<file path="config.mk">
export PLATFORM = sky130hd
export DESIGN_NAME = bcd_counter_ndigit
export DESIGN_NICKNAME = d
export VERILOG_FILES = /design/src/rtl/bcd_counter_ndigit.sv
export SDC_FILE = /design/constraint.sdc
export NUM_CORES = 1
export LEC_CHECK = 0
export CAP_MARGIN = 20
export CORE_AREA = 2 2 60 62
export CTS_BUF_LIST = sky130_fd_sc_hd__clkbuf_16
export DETAILED_ROUTE_END_ITERATION = 8
export DIE_AREA = 0 0 62 64
export PLACE_DENSITY = 0.81
export SETUP_SLACK_MARGIN = 0.2
export SYNTH_ARGS = -nofsm -noshare
export SYNTH_HDL_FRONTEND = slang
export SYNTH_SLANG_ARGS = --single-unit
</file>
<file path="constraint.sdc">
create_clock -name clk -period 3.4 [get_ports clk]
set_input_delay 0.51 -clock clk [delete_from_list [all_inputs] [get_ports clk]]
set_output_delay 0.51 -clock clk [all_outputs]
set_load 0.02 [all_outputs]
</file>
<file path="src/rtl/bcd_counter_ndigit.sv">
// N-digit BCD up/down counter with parallel load, erase and wrap/saturate
// behaviour at the limits.
// Optional feature macro: BCD_CNT_LOAD_CHECK_EN.
//   When it is defined, a load with any nibble >9 is rejected and err_o pulses.
//   When it is undefined, such nibbles are clamped to 9 and err_o is tied 0.
module bcd_counter_ndigit #(
  parameter int DIGITS   = 4,
  parameter int SATURATE = 0
) (
  input  logic                  clk,
  input  logic                  rst_i,
  input  logic                  erase_i,
  input  logic                  load_i,
  input  logic [4*DIGITS-1:0]   load_val_i,
  input  logic                  inc_i,
  input  logic                  dec_i,
  output logic [4*DIGITS-1:0]   count_o,
  output logic                  carry_o,
  output logic                  borrow_o,
  output logic                  zero_o,
  output logic                  max_o,
  output logic                  err_o
);

  localparam logic [4*DIGITS-1:0] ALL_NINES = {DIGITS{4'h9}};

  logic [4*DIGITS-1:0] count_q, count_d;
  logic                carry_q, carry_d;
  logic                borrow_q, borrow_d;
  logic                err_q, err_d;

  logic [4*DIGITS-1:0] inc_val, dec_val, load_fixed;
  logic                load_bad;
  logic                at_zero, at_max;

  assign at_zero = (count_q == '0);
  assign at_max  = (count_q == ALL_NINES);

  // Ripple increment/decrement across all digits, and screen the load value.
  always_comb begin
    logic ci;
    logic bi;
    logic [3:0] nib;
    inc_val    = count_q;
    dec_val    = count_q;
    load_fixed = load_val_i;
    load_bad   = 1'b0;
    ci         = 1'b1;
    bi         = 1'b1;
    for (int k = 0; k < DIGITS; k++) begin
      nib = count_q[4*k +: 4];
      if (ci) begin
        if (nib == 4'd9) begin
          inc_val[4*k +: 4] = 4'd0;
        end else begin
          inc_val[4*k +: 4] = nib + 4'd1;
          ci = 1'b0;
        end
      end
      if (bi) begin
        if (nib == 4'd0) begin
          dec_val[4*k +: 4] = 4'd9;
        end else begin
          dec_val[4*k +: 4] = nib - 4'd1;
          bi = 1'b0;
        end
      end
      if (load_val_i[4*k +: 4] > 4'd9) begin
        load_bad = 1'b1;
        load_fixed[4*k +: 4] = 4'd9;
      end
    end
  end

  // Next-state selection in priority order erase > load > inc/dec.
  always_comb begin
    count_d  = count_q;
    carry_d  = 1'b0;
    borrow_d = 1'b0;
    err_d    = 1'b0;
    if (erase_i) begin
      count_d = '0;
    end else if (load_i) begin
`ifdef BCD_CNT_LOAD_CHECK_EN
      if (load_bad) begin
        err_d = 1'b1;
      end else begin
        count_d = load_val_i;
      end
`else
      count_d = load_fixed;
`endif
    end else if (inc_i && !dec_i) begin
      carry_d = at_max;
      if (!(at_max && (SATURATE != 0))) begin
        count_d = inc_val;
      end
    end else if (dec_i && !inc_i) begin
      borrow_d = at_zero;
      if (!(at_zero && (SATURATE != 0))) begin
        count_d = dec_val;
      end
    end
  end

  // Count register and single-cycle status pulses.
  always_ff @(posedge clk) begin
    if (rst_i) begin
      count_q  <= '0;
      carry_q  <= 1'b0;
      borrow_q <= 1'b0;
      err_q    <= 1'b0;
    end else begin
      count_q  <= count_d;
      carry_q  <= carry_d;
      borrow_q <= borrow_d;
      err_q    <= err_d;
    end
  end

  assign count_o  = count_q;
  assign carry_o  = carry_q;
  assign borrow_o = borrow_q;
  assign zero_o   = at_zero;
  assign max_o    = at_max;
  assign err_o    = err_q;

endmodule

</file>
==> reports/metrics.yaml <==
clock_tree:
  post_cts_resized: 0
  cts_sinks: 18
  cts_root_buf: "clkbuf_16"
  cts_hold_buf: 0
  cts_made_buffers: 3
  cts_setup_buffers: 0
  insertion_delay_ns: 0.25
  cts_max_path_buffers: 2
  cts_tree: "built"
  h-tree-depth: 1
  path_clk_slew_ns: 0.06
placed_design:
  dp_hpwl_microns: 2849
  place_congestion: 0.8829
  dpl-instance-area_sq_um: 2009
  numPortBuffers: 41
layout:
  drive_above_1_share_pct: 6.719
  fillerInstances: 302
  area_growth_pct: 22.99
  diodes: 0
  nets: 276
  final_area_sq_um: 2088
yosys:
  yosys_warnings: 0
  yosysTopAreaCell: "dfxtp_1"
  yosysUniqueCellTypes: 59
  syn_avg_cell_area_sq_um: 7.382
  synth_most_common_cell: "o21ai_0"
  synthTopCellsByArea: "dfxtp_1 (21%), o21ai_0 (6.5%), nand2_1 (4.4%)"
  synth_common_cells: "o21ai_0 (22), nand2_1 (20), dfxtp_1 (18)"
  yosysSeqAreaShare_pct: 21.22
  synth_area_sq_um: 1698
  syn_inst: 230
  syn_nets: 252
  synth-edff-count: 0
  synth-seq-cells: 18
  synth_top_cell_area_share_pct: 21.22
  synth-main-ff-cell: "dfxtp_1"
  synthArstFlopShare_pct: 0
sta:
  relSlewSlack_pct: 43.46
  hold_viol: 0
  max_freq_mhz: 346.9
  final-max-slew-violation-count: 0
  rsz0062_at_grt: "false"
  tightest_slew_ns: 0.8450
  finalSetupTns_ns: 0
  setup_viol: 0
  finalCritPeriodShare_pct: 84.79
  fin_crit_ns: 2.883
  clock_skew_ns: 0.003109
floorplan:
  fp.coreArea_sq_um: 3284
  start_util_pct: 51.70
  io_pins: 43
  row_count: 21
  die_h_microns: 64
  die_w_microns: 62
  die_area_sq_um: 3968
critical_path:
  cp_cell_sequence: "nand4_1, or4_4, nor3_1, clkdlybuf4s50_1"
  cp_slowest_cell: "clkdlybuf4s50_1"
  arrival_ns: 2.37
  max_stage_delay_ns: 0.65
  end_kind: "primary output"
  path_max_fanout: 15
  critPathKind: "register to primary output"
  critPathLaunchType: "register"
  cp.required_ns: 2.89
global_routing:
  met3_usage_pct: 4.251
  track_usage_pct: 22.61
  grt_pass1_wl_microns: 6969
  met1_usage_pct: 31.57
  antenna_found_initial: 0
  grt_max_degree: 26
  grt_use_met2_pct: 35.94
  grt-busiest-layer: "met2"
  grt_pass1_vias: 1509
  grt_overflow_total: 0
power_and_ir_drop:
  p_leak_nw: 0.6927
  power_density_nw_per_um2: 320.2
  ir_drop_mv: 0.3111
routing:
  drt-initial-drc-count: 93
  routedWlPerCell_microns: 14.25
  vias: 1791
  wl_microns: 4262
  postRouteAntennaNets: 0
  viasPerCell: 5.990
  drc: 0
  first_pass_iters: 4
run:
  cap_violations: 0
outcome:
  status: "finished clean"
worst_hold_path:
  hold_class: "register to register"
final cells by class:
cell class                 instances  area (sq um)  share of cell area (%)
clock buffer                       3         75.07                   3.595
clock inverter                     1         3.754                  0.1797
inverter                           5         18.77                  0.8987
multi-input combinational        182          1140                   54.58
sequential                        18         360.3                   17.26
tap                               46         57.56                   2.756
timing repair buffer              44         432.9                   20.73
layout by cell type (no fill, tap or decap), drive strengths merged, types with 3 or more instances in the layout:
| master | Yosys | layout |
|---|---|---|
| nor2 | 16 | 16 |
| nand4b | 4 | 4 |
| nand2 | 20 | 20 |
| inv | 4 | 4 |
| nand2b | 3 | 3 |
| xnor2 | 6 | 6 |
| nor3 | 7 | 7 |
| clkbuf | 19 | 3 |
| a211oi | 3 | 3 |
| nor2b | 8 | 8 |
| nand3 | 12 | 12 |
| dfxtp | 18 | 18 |
| a21oi | 14 | 14 |
| mux2i | 3 | 3 |
| o211ai | 5 | 5 |
| clkdlybuf4s50 | 0 | 41 |
| or3 | 3 | 3 |
| buf | 6 | 3 |
| and3 | 3 | 3 |
| nand4 | 4 | 4 |
| a31oi | 4 | 4 |
| o21ai | 22 | 22 |
| and2 | 3 | 3 |
| or4b | 3 | 3 |
per-layer routing:
| layer | vias to the layer above | part of all wire [%] |
|---|---|---|
| li1 | 898 | - |
| met1 | 815 | 44 |
| met2 | 74 | 47 |
| met3 | 4 | 7.3 |
| met4 | 0 | 0.75 |
| met5 | - | 0 |
metrics by stage:
step | power [mW] | cells | setup slack (ns) | hold WS (ns) | utilization, %
after floorplan | 0.3689 | 230 | 1.066 | 0.6607 | -
after global placement | 0.4276 | 295 | 0.7427 | 0.5801 | 61.18
after detailed placement | 0.4296 | 295 | 0.6708 | 0.5742 | 61.18
after CTS | 0.6716 | 299 | 0.5077 | 0.5852 | 63.58
after global routing | 0.7022 | 299 | 0.3424 | 0.6442 | 63.58
final | 0.6687 | 299 | 0.5170 | 0.5879 | 63.58
kinds of logic (layout without fill, tap and decap cells):
group | after synthesis | count (layout) | share of synthesized area, %
simple gates | 100 | 100 | 33.09
xor+xnor | 8 | 8 | 4.127
flops | 18 | 18 | 21.22
compound gates | 70 | 70 | 27.93
buf+inv | 30 | 53 | 11.64
mux | 3 | 3 | 1.769
other cells | 1 | 1 | 0.2209
worst max-delay path, delay by kind of cell (launching register included):
| kind | cells | cell delay, ns |
|---|---|---|
| AND/OR/NAND/NOR | 3 | 0.88 |
| buffers and inverters | 1 | 0.65 |
| flip-flops | 1 | 0.58 |
worst paths after layout:
| check | startpoint | end | slack (ns) | cells past startpoint |
|---|---|---|---|---|
| max | count_o[0] | max_o | 0.52 | 4 |
| min | count_o[15] | count_o[15] | 0.59 | 2 |
| max reg2reg | count_o[0] | count_o[14] | 1.33 | 5 |
| min reg2reg | count_o[15] | count_o[15] | 0.59 | 2 |
registers in the layout, summed over array words and instances (netlist names):
| name | flops |
|---|---|
| count_o | 16 |
| borrow_o | 1 |
| carry_o | 1 |
report_power, final:
group / internal, mW / switching (mW)
logic: 0.0895 / 0.0926
registers: 0.220 / 0.0254
clock network: 0.157 / 0.0847
total: 0.466 / 0.203
(Power assumes the default switching activity.)
==> variant (config.mk and constraints unchanged) <==
Set the parameter `SATURATE` to 1 (it was 0).
--- a/src/rtl/bcd_counter_ndigit.sv
+++ b/src/rtl/bcd_counter_ndigit.sv
@@ -6,5 +6,5 @@
 module bcd_counter_ndigit #(
   parameter int DIGITS   = 4,
-  parameter int SATURATE = 0
+  parameter int SATURATE = 1
 ) (
   input  logic                  clk,
Check against the original RTL: not equivalent (a bounded check fails within 4 cycles, from zero or initial values).
==> variant against the unedited design <==
Setup slack got worse by 0.12 ns; design area rose by 1.7%; combinational power up 18%; critical path depth did not move; die area unchanged; routed wire length grew 4.3%; power increased by 3.9%; synthesized area shrank 2.9%; sequential share of layout area is 0.29 points lower; sequential cell count did not move; highest routed layer unchanged.
==> variant: results <==
group,metric,value,unit
outcome,status,"complete, no violations",
timing,worst_pin_slew,0.558,ns
logic_synthesis,synthTopCellsByCount,"clkbuf_1 (22), dfxtp_1 (18), nor2_1 (17)",
placement,post-dp-hpwl,3020,µm
grt,track_usage,0.231,
clock_tree,cts_max_path_buffers,2,
setup_path,slowest_stage,"clkdlybuf4s50_1",
grt,grt_pass1_vias,1574,
clock_tree,clk_latency,0.25,ns
clock_tree,htreeDepth,1,
placement,place.gp.congestion,0.831,
finish,fill_cells,286,
placement,io_buffer_count,41,
logic_synthesis,async_flop_share,0,
min_path,hold_path_class,"reg -> reg",
power_and_ir_drop,p_leak,0.000720,µW
setup_path,crit_path_max_incr_delay,0.60,ns
power_and_ir_drop,ir_drop,153,µV
logic_synthesis,yosys_warnings,0,
grt,antenna_found_initial,0,
routing,drt_iter0_markers,129,
logic_synthesis,synth_nets,245,
grt,grt_pass1_wl,7120,µm
setup_path,path_max_fanout,13,
grt,grt_max_degree,27,
finish,final_nets,272,
clock_tree,cts.clk_slew.worst_paths,0.05,ns
routing,vias,1807,
timing,skew,0.00297,ns
placement,placed_cell_area,2050,µm²
setup_path,r2r_slack,0.99,ns
routing,drt-total-wl,4450,µm
power_and_ir_drop,netSwitchingFraction,0.309,
routing,dr.pass1.iters,7,
clock_tree,cts-root-buf,"clkbuf_16",
logic_synthesis,synth.yosys.seq_area_share,0.219,
logic_synthesis,synth.area.top_cells,"dfxtp_1 (22%), clkbuf_1 (5.0%), o21ai_0 (4.2%)",
setup_path,critical_path_arrival,2.50,ns
finish,drive_above_1_share,0.0847,
clock_tree,numCtsBuffers,3,
finish,largest_reg_flops,16,
logic_synthesis,synth_cell_types,53,
[variant: routing by layer]
layer / global-route usage / wire length [µm] / share of wire / vias up
met5: 0 / 0 / 0 / -
met4: 0.0718 / 62 / 0.014 / 0
met3: 0.0324 / 344 / 0.077 / 9
met2: 0.363 / 2100 / 0.47 / 76
met1: 0.318 / 1940 / 0.44 / 835
li1: - / - / - / 887
[variant: path summary, 6_finish.rpt]
| check | from | endpoint | cells after the start |
|---|---|---|---|
| setup / recovery | count_o[2]$_SDFFE_PP0P_ | max_o | 4 |
| hold reg to reg | count_o[7]$_SDFFE_PP0P_ | count_o[7]$_SDFFE_PP0P_ | 2 |
| setup reg to reg | count_o[2]$_SDFFE_PP0P_ | count_o[4]$_SDFFE_PP0P_ | 5 |
| hold / removal | count_o[7]$_SDFFE_PP0P_ | count_o[7]$_SDFFE_PP0P_ | 2 |
[variant: area by class of cell]
| type | instances | share of cell area |
|---|---|---|
| multi-input combinational | 174 | 0.543 |
| timing repair buffer | 47 | 0.214 |
| sequential | 18 | 0.170 |
| clock buffer | 3 | 0.0353 |
| tap | 46 | 0.0271 |
| inverter | 6 | 0.0106 |
[variant: metrics by stage]
step	hold WS, ns	utilization	std cells	total power [µW]	setup WS [ns]
global placement	0.594	0.624	291	457	0.689
global route	0.629	0.647	294	728	0.315
CTS	0.612	0.647	294	694	0.399
finish	0.610	0.647	294	695	0.394
floorplan	0.624	-	223	385	1.04
detailed placement	0.602	0.624	291	459	0.676
[variant: worst max-delay path, delay by kind of cell, from the launching register on]
family / cells / cell delay (ns)
simple gates: 2 / 1.15
flops: 1 / 0.42
buf+inv: 2 / 0.67
[variant: cell families after synthesis]
logic type | after synthesis | synth area share
multiplexers | 4 | 0.0258
XOR/XNOR | 9 | 0.0478
flip-flops | 18 | 0.219
other | 1 | 0.00227
buffers and inverters | 31 | 0.0819
AO/OA/AOI/OAI | 67 | 0.303
AND/OR/NAND/NOR | 93 | 0.321
[variant: power groups by stage]
| stage | Combinational (µW) | Sequential (µW) | Clock (µW) |
|---|---|---|---|
| after floorplan | 141 | 245 | 0 |
| after global placement | 209 | 248 | 0 |
| after detailed placement | 211 | 248 | 0 |
| after CTS | 213 | 243 | 237 |
| after global routing | 235 | 247 | 246 |
| final | 214 | 244 | 236 |
